**src/rtl/sdr_data_phase_pkg.sv**
```systemverilog
// Shared definitions for the I3C SDR data phase.
// Holds the bus-controller state code that enables this stage, the T-bit
// meanings and the SDR byte width. Nothing here is a port; importers use these
// to size and decode their interfaces.
package sdr_data_phase_pkg;

  // Bus controller state encoding, as driven by the controller on state_i.
  localparam int unsigned StateWidth = 3;
  typedef logic [StateWidth-1:0] bus_state_t;

  localparam bus_state_t BusIdle  = 3'd0;
  localparam bus_state_t BusStart = 3'd1;
  localparam bus_state_t BusAddr  = 3'd2;
  localparam bus_state_t BusAck   = 3'd3;
  localparam bus_state_t BusData  = 3'd4;
  localparam bus_state_t BusStop  = 3'd5;

  // Read T-bit: 1 means the target has more data, 0 ends the transfer.
  localparam logic TbitMore = 1'b1;
  localparam logic TbitEnd  = 1'b0;

  localparam int unsigned SdrByteWidth = 8;
  localparam int unsigned BitCntW      = $clog2(SdrByteWidth + 1);

  // Write T-bit makes the 9 transmitted bits carry odd parity.
  function automatic logic odd_parity_tbit(input logic [SdrByteWidth-1:0] b);
    return ~(^b);
  endfunction

endpackage

```
**src/rtl/sdr_bit_shifter.sv**
```systemverilog
// 8-bit MSB-first shift register shared by the SDR read and write paths.
// Ports:
//   clk_i, rst_ni   clock, asynchronous active-low reset
//   load_i          load load_data_i and clear the bit counter (wins over shift)
//   load_data_i     byte to load
//   shift_i         shift left by one, serial_i enters at bit 0
//   serial_i        serial input (SDA sample on reads)
//   serial_o        current MSB (next bit to drive on writes)
//   data_o          shift register contents
//   bit_cnt_o       bits shifted since the last load, saturates at 8
//   full_o          all 8 bits shifted
module sdr_bit_shifter
  import sdr_data_phase_pkg::*;
(
  input  logic                    clk_i,
  input  logic                    rst_ni,
  input  logic                    load_i,
  input  logic [SdrByteWidth-1:0] load_data_i,
  input  logic                    shift_i,
  input  logic                    serial_i,
  output logic                    serial_o,
  output logic [SdrByteWidth-1:0] data_o,
  output logic [BitCntW-1:0]      bit_cnt_o,
  output logic                    full_o
);

  logic [SdrByteWidth-1:0] sr_q, sr_d;
  logic [BitCntW-1:0]      cnt_q, cnt_d;
  logic                    full;

  assign full = (cnt_q == BitCntW'(SdrByteWidth));

  always_comb begin
    sr_d  = sr_q;
    cnt_d = cnt_q;
    if (load_i) begin
      sr_d  = load_data_i;
      cnt_d = '0;
    end else if (shift_i && !full) begin
      sr_d  = {sr_q[SdrByteWidth-2:0], serial_i};
      cnt_d = cnt_q + BitCntW'(1);
    end
  end

  always_ff @(posedge clk_i or negedge rst_ni) begin
    if (!rst_ni) begin
      sr_q  <= '0;
      cnt_q <= '0;
    end else begin
      sr_q  <= sr_d;
      cnt_q <= cnt_d;
    end
  end

  assign serial_o  = sr_q[SdrByteWidth-1];
  assign data_o    = sr_q;
  assign bit_cnt_o = cnt_q;
  assign full_o    = full;

endmodule

```
**src/rtl/sdr_data_phase.sv**
```systemverilog
// I3C SDR data phase, run after the address stage sees the target ACK.
// Writes serialise controller bytes MSB first, each followed by an odd-parity
// T-bit. Reads deserialise target bytes; the target's T-bit signals more data
// (1) or end of data (0). Bit timing comes from the SCL generator's strobes.
// Ports:
//   clk_i, rst_ni          clock, asynchronous active-low reset
//   state_i                bus controller state; this stage runs in BusData
//   addr_acked_i           target ACKed its address
//   is_read_i              transfer direction, 1 = read
//   scl_rise_i/scl_fall_i  SCL sample / drive strobes (rise wins if both)
//   sda_i                  synchronised SDA
//   sda_o, sda_oe_o        SDA drive value and enable
//   tx_data_i/tx_valid_i/tx_last_i/tx_ready_o   write byte stream
//   rx_data_o/rx_valid_o/rx_last_o              read byte stream
//   rx_trunc_o             read stopped at MaxBytes while target wanted more
//   stall_o                write underflow, SCL generator must pause
//   byte_cnt_o             bytes completed in the current transfer
//   done_o                 1-cycle completion pulse (not on abort)
module sdr_data_phase
  import sdr_data_phase_pkg::*;
#(
  parameter int unsigned MaxBytes = 16,
  parameter int unsigned CntW     = $clog2(MaxBytes + 1)
) (
  input  logic                    clk_i,
  input  logic                    rst_ni,
  input  logic [StateWidth-1:0]   state_i,
  input  logic                    addr_acked_i,
  input  logic                    is_read_i,
  input  logic                    scl_rise_i,
  input  logic                    scl_fall_i,
  input  logic                    sda_i,
  output logic                    sda_o,
  output logic                    sda_oe_o,
  input  logic [SdrByteWidth-1:0] tx_data_i,
  input  logic                    tx_valid_i,
  input  logic                    tx_last_i,
  output logic                    tx_ready_o,
  output logic [SdrByteWidth-1:0] rx_data_o,
  output logic                    rx_valid_o,
  output logic                    rx_last_o,
  output logic                    rx_trunc_o,
  output logic                    stall_o,
  output logic [CntW-1:0]         byte_cnt_o,
  output logic                    done_o
);

  typedef enum logic [2:0] {StIdle, StWaitTx, StBit, StTbit, StDone} sdr_state_e;

  localparam logic [CntW-1:0] MaxCnt = CntW'(MaxBytes);

  sdr_state_e              st_q, st_d;
  logic                    is_read_q, is_read_d;
  logic                    last_q, last_d;
  logic                    tbit_q, tbit_d;
  logic [CntW-1:0]         cnt_q, cnt_d;
  logic                    sda_q, sda_d;
  logic                    oe_q, oe_d;
  logic [SdrByteWidth-1:0] rx_data_q, rx_data_d;
  logic                    rx_valid_q, rx_valid_d;
  logic                    rx_last_q, rx_last_d;
  logic                    trunc_q, trunc_d;

  logic                    sh_load, sh_shift, sh_serial, sh_full;
  logic [SdrByteWidth-1:0] sh_load_data, sh_data;
  logic [BitCntW-1:0]      sh_cnt;

  logic            in_data, rise, fall;
  logic [CntW-1:0] cnt_inc;

  assign in_data = (state_i == BusData);
  assign rise    = scl_rise_i;
  assign fall    = scl_fall_i & ~scl_rise_i;
  assign cnt_inc = (cnt_q == MaxCnt) ? cnt_q : cnt_q + CntW'(1);

  sdr_bit_shifter u_shifter (
    .clk_i       (clk_i),
    .rst_ni      (rst_ni),
    .load_i      (sh_load),
    .load_data_i (sh_load_data),
    .shift_i     (sh_shift),
    .serial_i    (sda_i),
    .serial_o    (sh_serial),
    .data_o      (sh_data),
    .bit_cnt_o   (sh_cnt),
    .full_o      (sh_full)
  );

  always_comb begin
    st_d         = st_q;
    is_read_d    = is_read_q;
    last_d       = last_q;
    tbit_d       = tbit_q;
    cnt_d        = cnt_q;
    sda_d        = sda_q;
    oe_d         = oe_q;
    rx_data_d    = rx_data_q;
    rx_valid_d   = 1'b0;
    rx_last_d    = 1'b0;
    trunc_d      = trunc_q;
    sh_load      = 1'b0;
    sh_load_data = '0;
    sh_shift     = 1'b0;

    if (st_q != StIdle && !in_data) begin
      // Abort: release the bus, keep the byte count for diagnosis.
      st_d  = StIdle;
      oe_d  = 1'b0;
      sda_d = 1'b1;
    end else begin
      unique case (st_q)
        StIdle: begin
          if (in_data && addr_acked_i) begin
            cnt_d     = '0;
            trunc_d   = 1'b0;
            is_read_d = is_read_i;
            if (is_read_i) begin
              st_d    = StBit;
              oe_d    = 1'b0;
              sh_load = 1'b1;
            end else begin
              st_d = StWaitTx;
            end
          end
        end
        StWaitTx: begin
          if (tx_valid_i) begin
            sh_load      = 1'b1;
            sh_load_data = tx_data_i;
            last_d       = tx_last_i;
            tbit_d       = odd_parity_tbit(tx_data_i);
            st_d         = StBit;
          end
        end
        StBit: begin
          if (is_read_q) begin
            oe_d = 1'b0;
            if (rise) begin
              sh_shift = 1'b1;
              if (sh_cnt == BitCntW'(SdrByteWidth - 1)) st_d = StTbit;
            end
          end else if (fall) begin
            oe_d = 1'b1;
            if (!sh_full) begin
              sda_d    = sh_serial;
              sh_shift = 1'b1;
            end else begin
              sda_d = tbit_q;
              st_d  = StTbit;
            end
          end
        end
        StTbit: begin
          if (rise) begin
            cnt_d = cnt_inc;
            if (is_read_q) begin
              rx_valid_d = 1'b1;
              rx_data_d  = sh_data;
              rx_last_d  = (sda_i == TbitEnd);
              if (sda_i == TbitEnd) begin
                st_d = StDone;
              end else if (cnt_inc == MaxCnt) begin
                trunc_d = 1'b1;
                st_d    = StDone;
              end else begin
                st_d    = StBit;
                sh_load = 1'b1;
              end
            end else if (last_q || cnt_inc == MaxCnt) begin
              st_d = StDone;
            end else begin
              st_d = StWaitTx;
            end
          end
        end
        StDone: begin
          oe_d  = 1'b0;
          sda_d = 1'b1;
          st_d  = StIdle;
        end
        default: st_d = StIdle;
      endcase
    end
  end

  always_ff @(posedge clk_i or negedge rst_ni) begin
    if (!rst_ni) begin
      st_q       <= StIdle;
      is_read_q  <= 1'b0;
      last_q     <= 1'b0;
      tbit_q     <= 1'b0;
      cnt_q      <= '0;
      sda_q      <= 1'b1;
      oe_q       <= 1'b0;
      rx_data_q  <= '0;
      rx_valid_q <= 1'b0;
      rx_last_q  <= 1'b0;
      trunc_q    <= 1'b0;
    end else begin
      st_q       <= st_d;
      is_read_q  <= is_read_d;
      last_q     <= last_d;
      tbit_q     <= tbit_d;
      cnt_q      <= cnt_d;
      sda_q      <= sda_d;
      oe_q       <= oe_d;
      rx_data_q  <= rx_data_d;
      rx_valid_q <= rx_valid_d;
      rx_last_q  <= rx_last_d;
      trunc_q    <= trunc_d;
    end
  end

  // Ready is withheld once the controller leaves BusData so no byte is lost.
  assign tx_ready_o = (st_q == StWaitTx) & in_data;
  assign stall_o    = tx_ready_o & ~tx_valid_i;
  assign done_o     = (st_q == StDone);
  assign sda_o      = sda_q;
  assign sda_oe_o   = oe_q;
  assign rx_data_o  = rx_data_q;
  assign rx_valid_o = rx_valid_q;
  assign rx_last_o  = rx_last_q;
  assign rx_trunc_o = trunc_q;
  assign byte_cnt_o = cnt_q;

endmodule

```
**config.mk**
```make
export PLATFORM = sky130hd
export DESIGN_NAME = sdr_data_phase
export DESIGN_NICKNAME = d
export VERILOG_FILES = /design/src/rtl/sdr_data_phase_pkg.sv /design/src/rtl/sdr_bit_shifter.sv /design/src/rtl/sdr_data_phase.sv
export SDC_FILE = /design/constraint.sdc
export NUM_CORES = 1
export LEC_CHECK = 0
export BUFFER_PORTS_ARGS = -buffer_cell sky130_fd_sc_hd__buf_2
export CAP_MARGIN = 0
export CELL_PAD_IN_SITES_DETAIL_PLACEMENT = 0
export CELL_PAD_IN_SITES_GLOBAL_PLACEMENT = 1
export CORE_ASPECT_RATIO = 1.2
export CORE_MARGIN = 3
export CORE_UTILIZATION = 42
export DETAILED_ROUTE_END_ITERATION = 8
export GPL_TIMING_DRIVEN = 0
export PLACE_DENSITY = 0.86
export SKIP_CTS_REPAIR_TIMING = 1
export SLEW_MARGIN = 10
export SYNTH_ARGS = -nofsm -noshare
export SYNTH_HDL_FRONTEND = slang
export SYNTH_SLANG_ARGS = --single-unit
export TNS_END_PERCENT = 10
```
**constraint.sdc**
```tcl
create_clock -name clk_i -period 2.32 [get_ports clk_i]
set_clock_uncertainty 0.1 [all_clocks]
set_input_delay 0.464 -clock clk_i [delete_from_list [all_inputs] [get_ports clk_i]]
set_output_delay 0.464 -clock clk_i [all_outputs]
set_load 0.005 [all_outputs]
```
# ---- Word-level counts from Yosys, hierarchy flattened
# Cells that the tools add are included.
dict set report word_totals {
  regBits 36
  input_bits 20
  out_inout_bits 21
}
dict set report op_classes {
  addsub 2
  eq_ne 24
  muxes 66
  n_bitwise 8
  reduce_logical 21
}
# op n
set ops {}
lappend ops {{2-to-1 mux 8 bit} 5}
lappend ops {{2-to-1 mux 3 bit} 13}
lappend ops {{2-to-1 mux 1 bit} 36}
lappend ops {{inequality test 3 bit (second input constant)} 6}
lappend ops {{inequality test 4 bit (second input constant)} 4}
lappend ops {{2-to-1 mux 5 bit} 3}
lappend ops {{AND reduction 7 bit} 2}
lappend ops {{one-hot mux 3 bit (4 select lines)} 1}
lappend ops {{AND reduction 4 bit} 3}
lappend ops {{equality test 5 bit (second input constant)} 2}
lappend ops {{inequality test 2 bit (second input constant)} 5}
lappend ops {{one-hot mux 5 bit (2 select lines)} 1}
lappend ops {{AND reduction 3 bit} 3}
lappend ops {{2-to-1 mux 4 bit} 2}
lappend ops {{parity 8 bit} 1}
lappend ops {{equality test 3 x 2 -> 1 bit (second input constant)} 2}
lappend ops {{equality test 3 bit (second input constant)} 2}
lappend ops {{one-hot mux 1 bit (3 select lines)} 2}
lappend ops {{nonzero test 3 bit} 2}
lappend ops {{adder 5 x 1 -> 5 bit (second input constant)} 1}
lappend ops {{inverter 1 bit} 5}
lappend ops {{adder 4 x 1 -> 4 bit (second input constant)} 1}
lappend ops {{equality test 4 x 3 -> 1 bit (second input constant)} 1}
lappend ops {{equality test 4 bit (second input constant)} 1}
lappend ops {{other kinds (10)} 17}

# ---- Logic depth before layout (Yosys ltp)
dict set report logic_depth {
  word_depth 10
  depth_mapped 8
  ltp_nobuf 7
}

# ---- By module
# Synthesis repeated with hierarchy kept, for this count alone.
dict set report hier_totals {
  hier_cells 222
  area_unflattened_um2 2169.6
}
# module instances cells_each area_per_inst_um2 seq_area_each_um2
set by_module_without_submodules {}
lappend by_module_without_submodules {sdr_data_phase 1 154 1480.2 601.8}
lappend by_module_without_submodules {sdr_bit_shifter 1 68 689.4 300.3}

# ---- Worst setup path after synthesis
# OpenSTA, ideal clock, no wires.
dict set report synth_path {
  kind {register to register}
  from {register cnt_q[0] (netlist: byte_cnt_o[0])}
  to {register u_shifter.sr_q[2] (netlist: u_shifter.data_o[2])}
  setup_time_ps 127
  arrival_time_ps 1950
  setup_slack_ps 143
  stages_incl_launch_ff 9
  synth_period_minus_slack_ps 2177
  path_cell_list {dfrtp_1 inv_1 ha_1 or3b_2 and4_1 o211a_1 o21ai_2 buf_6 o21ai_0}
}
dict set report synth_between {
  elab_chain_len 10
}
# element line_no
set synth_lines {}
lappend synth_lines {{from (decl)} sdr_data_phase.sv:56} ;# logic [CntW-1:0] cnt_q, cnt_d;
lappend synth_lines {{from (signal assigned)} sdr_data_phase.sv:204} ;# cnt_q <= cnt_d;
lappend synth_lines {{adder 5 x 1 -> 5 bit or equality test 5 bit (tied branches)} sdr_data_phase.sv:74} ;# assign cnt_inc = (cnt_q == MaxCnt) ? cnt_q : cnt_q + CntW'(1);
lappend synth_lines {{2-to-1 mux 5 bit (*)} sdr_data_phase.sv:74}
lappend synth_lines {{equality test 5 bit (*)} sdr_data_phase.sv:162} ;# end else if (cnt_inc == MaxCnt) begin
lappend synth_lines {{2-to-1 mux 1 bit (*)} sdr_data_phase.sv:162}
lappend synth_lines {{2-to-1 mux 1 bit (*)} sdr_data_phase.sv:160} ;# if (sda_i == TbitEnd) begin
lappend synth_lines {{2-to-1 mux 1 bit (*)} sdr_data_phase.sv:156} ;# if (is_read_q) begin
lappend synth_lines {{2-to-1 mux 1 bit (*)} sdr_data_phase.sv:154} ;# if (rise) begin
lappend synth_lines {{one-hot mux 1 bit (3 select lines) (*)} sdr_data_phase.sv:111} ;# unique case (st_q)
lappend synth_lines {{2-to-1 mux 1 bit (*)} sdr_data_phase.sv:105} ;# if (st_q != StIdle && !in_data) begin
lappend synth_lines {{2-to-1 mux 8 bit or nonzero test 2 bit (tied branches)} --}
lappend synth_lines {{to (signal assigned)} sdr_bit_shifter.sv:50} ;# sr_q <= sr_d;
lappend synth_lines {{to (decl)} sdr_bit_shifter.sv:27} ;# logic [SdrByteWidth-1:0] sr_q, sr_d;
# Mark *: on every way between the ends. The rest lies on a longest branch, timed or not.
# A chain may end at the register's enable or synchronous reset.

# ---- Worst setup path after layout
# Same ends and word-level chain as after synthesis.

==> results.ini <==
[global_route]
grt_use_total_pct = 16.7
grt_pass1_vias = 1625
grt_antenna_before_repair = 0
grt_pass1_wl_um = 7890
grt_overflow = 0
grt_max_degree = 37

[routing]
drt_iter0_markers = 93
drc = 0
drt-total-wl_um = 4630
avgViaCountPerCell = 5.48
wl_per_cell_um = 14.7
dr.pass1.iters = 4
vias = 1727
antenna_left = 0

[synthesis]
async_reset_ff_share_pct = 100
synth_cells = 202
synth_cell_types = 52
yosys_warnings = 0
netlist_area_mm2 = 0.00209
synth_edf_count = 0
syn_avg_cell_area_um2 = 10.4
syn_nets = 226
synth-main-ff-cell = dfrtp_1
ys_seq_elements = 36
ys_seq_area_share_pct = 43.1

[worst_setup_path]
crit_fanout = 6
critical_path_required_ns = 2.39
cp-end-kind = flop
path_class = flop to flop
reg2reg_to = u_shifter.data_o[2]$_DFFE_PN0P_
cp_data_arrival_time_ns = 2.32
max_stage_delay_ns = 0.45
startpoint_type = flop
crit_family = simple AND/OR/NAND/NOR gates
path_buf_inv = 2
crit_path_top_delay_cell = dfrtp_2
r2r_slack_ns = 0.07
r2r-start = byte_cnt_o[0]$_DFFE_PN0P_
path_cells = inv_1, ha_2, or3b_2, and4_1, o211a_1, o21ai_4, buf_6, o21ai_0
rr_worst_depth = 8

[status]
status = finished, final reports clean

[clocking]
clk_latency_ns = 0.29
cts_tree = built
clkTransAtPathRegs_ns = 0.07
numCtsBuffers = 5
cts.htree.levels = 2
cts_buffer_depth = 2
ctsRootBufferMaster = clkbuf_8
clock_sinks = 36

[cells_and_area]
antenna_cells = 0
area_delta_synth_final_pct = 24.4
final_layout_size_suffix_gt1_share_pct = 36.2
layout_common_cells = buf_2 (40), dfrtp_1 (33), nand2_1 (22), nor2_1 (15), o21ai_0 (12)
finalNetCount = 280
layout_commonest_cell = buf_2

[power_and_ir_drop]
p_int_w = 0.00125
vdd_drop_max_mv = 0.342
p_switching_w = 0.000334
power_w = 0.00159
p_seq_share_pct = 42.3
p_leak_nw = 1.20
switching_share_pct = 21.0
power.density_mw_per_mm2 = 610
comb_power_share_pct = 9.2
clkPwrFrac_pct = 48.5

[floorplan]
dieArea_mm2 = 0.00586
rows = 27
core-area_mm2 = 0.00470
die_h_um = 83.3
ios = 41
start_util_pct = 44.5
die_x_um = 70.4

[sta]
finalSetupViolCount = 0
maxSlewHeadroom_pct = 46.3
max_freq_ghz = 0.444
rsz0062_at_grt = true
finalHoldViolCount = 0
fin_crit_sh_pct = 97.0
whs_ns = 0.161
tightest_slew_ns = 0.805
min_period_ns = 2.25
slew_viol_final = 0

[placement]
dp_hpwl_um = 3410
gp_congestion = 0.896
numPortBuffers = 40

[flow_run]
maxCapViolCount = 0

[worst_hold_path]
hp-class = input port to async pin

[synthesized netlist by cell type (3+ instances only)]
master   count  area (um^2)
a21oi_1      7         35.0
buf_6        3         33.8
dfrtp_1     35          876
ha_1         4         50.1
inv_1        6         22.5
mux2_2      11          124
mux2i_1      9         90.1
nand2_1     22         82.6
nand3_1      4         20.0
nand4_1      5         31.3
nor2_1      15         56.3
o21ai_0     12         60.1
o21ai_2      6         52.6
xnor2_1      8         70.1
xor2_1       4         35.0
[logic make-up after synthesis]
family,Yosys count,synth area share (%)
muxes,20,10.2
and+or+nand+nor,74,20.6
adders and majority gates,4,2.39
DFF,36,43.1
AOI/OAI and AO/OA,45,15.6
xor gates and xnor gates,12,5.03
buffers and inverters,11,3.05
[how the worst max path moves through the flow]
stage / from / to / depth (start not counted)
floorplan: byte_cnt_o[0]$_DFFE_PN0P_ / u_shifter.data_o[2]$_DFFE_PN0P_ / 8
global placement: state_i[1] / u_shifter.data_o[2]$_DFFE_PN0P_ / 7
detailed placement: byte_cnt_o[0]$_DFFE_PN0P_ / u_shifter.data_o[2]$_DFFE_PN0P_ / 8
CTS: byte_cnt_o[0]$_DFFE_PN0P_ / u_shifter.data_o[2]$_DFFE_PN0P_ / 8
global route: byte_cnt_o[0]$_DFFE_PN0P_ / u_shifter.data_o[2]$_DFFE_PN0P_ / 8
finish: byte_cnt_o[0]$_DFFE_PN0P_ / u_shifter.data_o[2]$_DFFE_PN0P_ / 8
[power by group through the flow]
| stage | clock network [W] | logic, W | registers, W |
|---|---|---|---|
| after floorplan | 0 | 0.0000832 | 0.000678 |
| after global placement | 0 | 0.000141 | 0.000684 |
| after detailed placement | 0 | 0.000143 | 0.000684 |
| after CTS | 0.000781 | 0.000143 | 0.000672 |
| after global routing | 0.000811 | 0.000164 | 0.000676 |
| final | 0.000770 | 0.000146 | 0.000672 |
[sequential cells by signal, indices dropped and copies added (netlist names)]
register and count:
rx_data_o 8, byte_cnt_o 5, is_read_q 1, rx_trunc_o 1, sda_o 1, u_shifter.data_o 8
u_shifter.bit_cnt_o 4, sda_oe_o 1, st_q 3, rx_last_o 1, rx_valid_o 1, tbit_q 1
last_q 1
[per-layer routing]
layer | vias to the layer above | wire length [um] | global-route usage, %
li1 | 840 | - | -
met1 | 836 | 2020 | 21.0
met2 | 45 | 2340 | 28.6
met3 | 6 | 229 | 4.00
met4 | 0 | 40 | 3.83
met5 | - | 0 | 0
[metrics by stage]
stage                     setup WS, ns  util [%]  instances   TNS, ns  cell area, um^2
after floorplan                  0.143         -        202         0             2090
after global placement         -0.0671      50.3        300    -0.449             2360
after detailed placement       -0.0756      50.3        300    -0.558             2360
after CTS                       -0.101      53.7        308    -0.718             2520
after global routing          -0.00481      55.4        315  -0.00481             2600
final                           0.0688      55.4        315         0             2600
[worst register-to-register path: cells and delay by family, from the launching register on]
| kind | cells | cell delay [ns] |
|---|---|---|
| buffers and inverters | 2 | 0.23 |
| AOI/OAI and AO/OA | 3 | 0.54 |
| adders and majority gates | 1 | 0.18 |
| and+or+nand+nor | 2 | 0.62 |
| DFF | 1 | 0.45 |
[cell type report]
type | instances | area [um^2]
repair buffers | 47 | 256
flip-flops and latches | 36 | 905
well taps | 58 | 72.6
fillers | 449 | 2090
clock inverters | 3 | 90.1
plain buffers | 5 | 41.3
clock buffers | 5 | 68.8
multi-input cells | 155 | 1140
inverters | 6 | 22.5
Power figures use the tool's default switching activity.
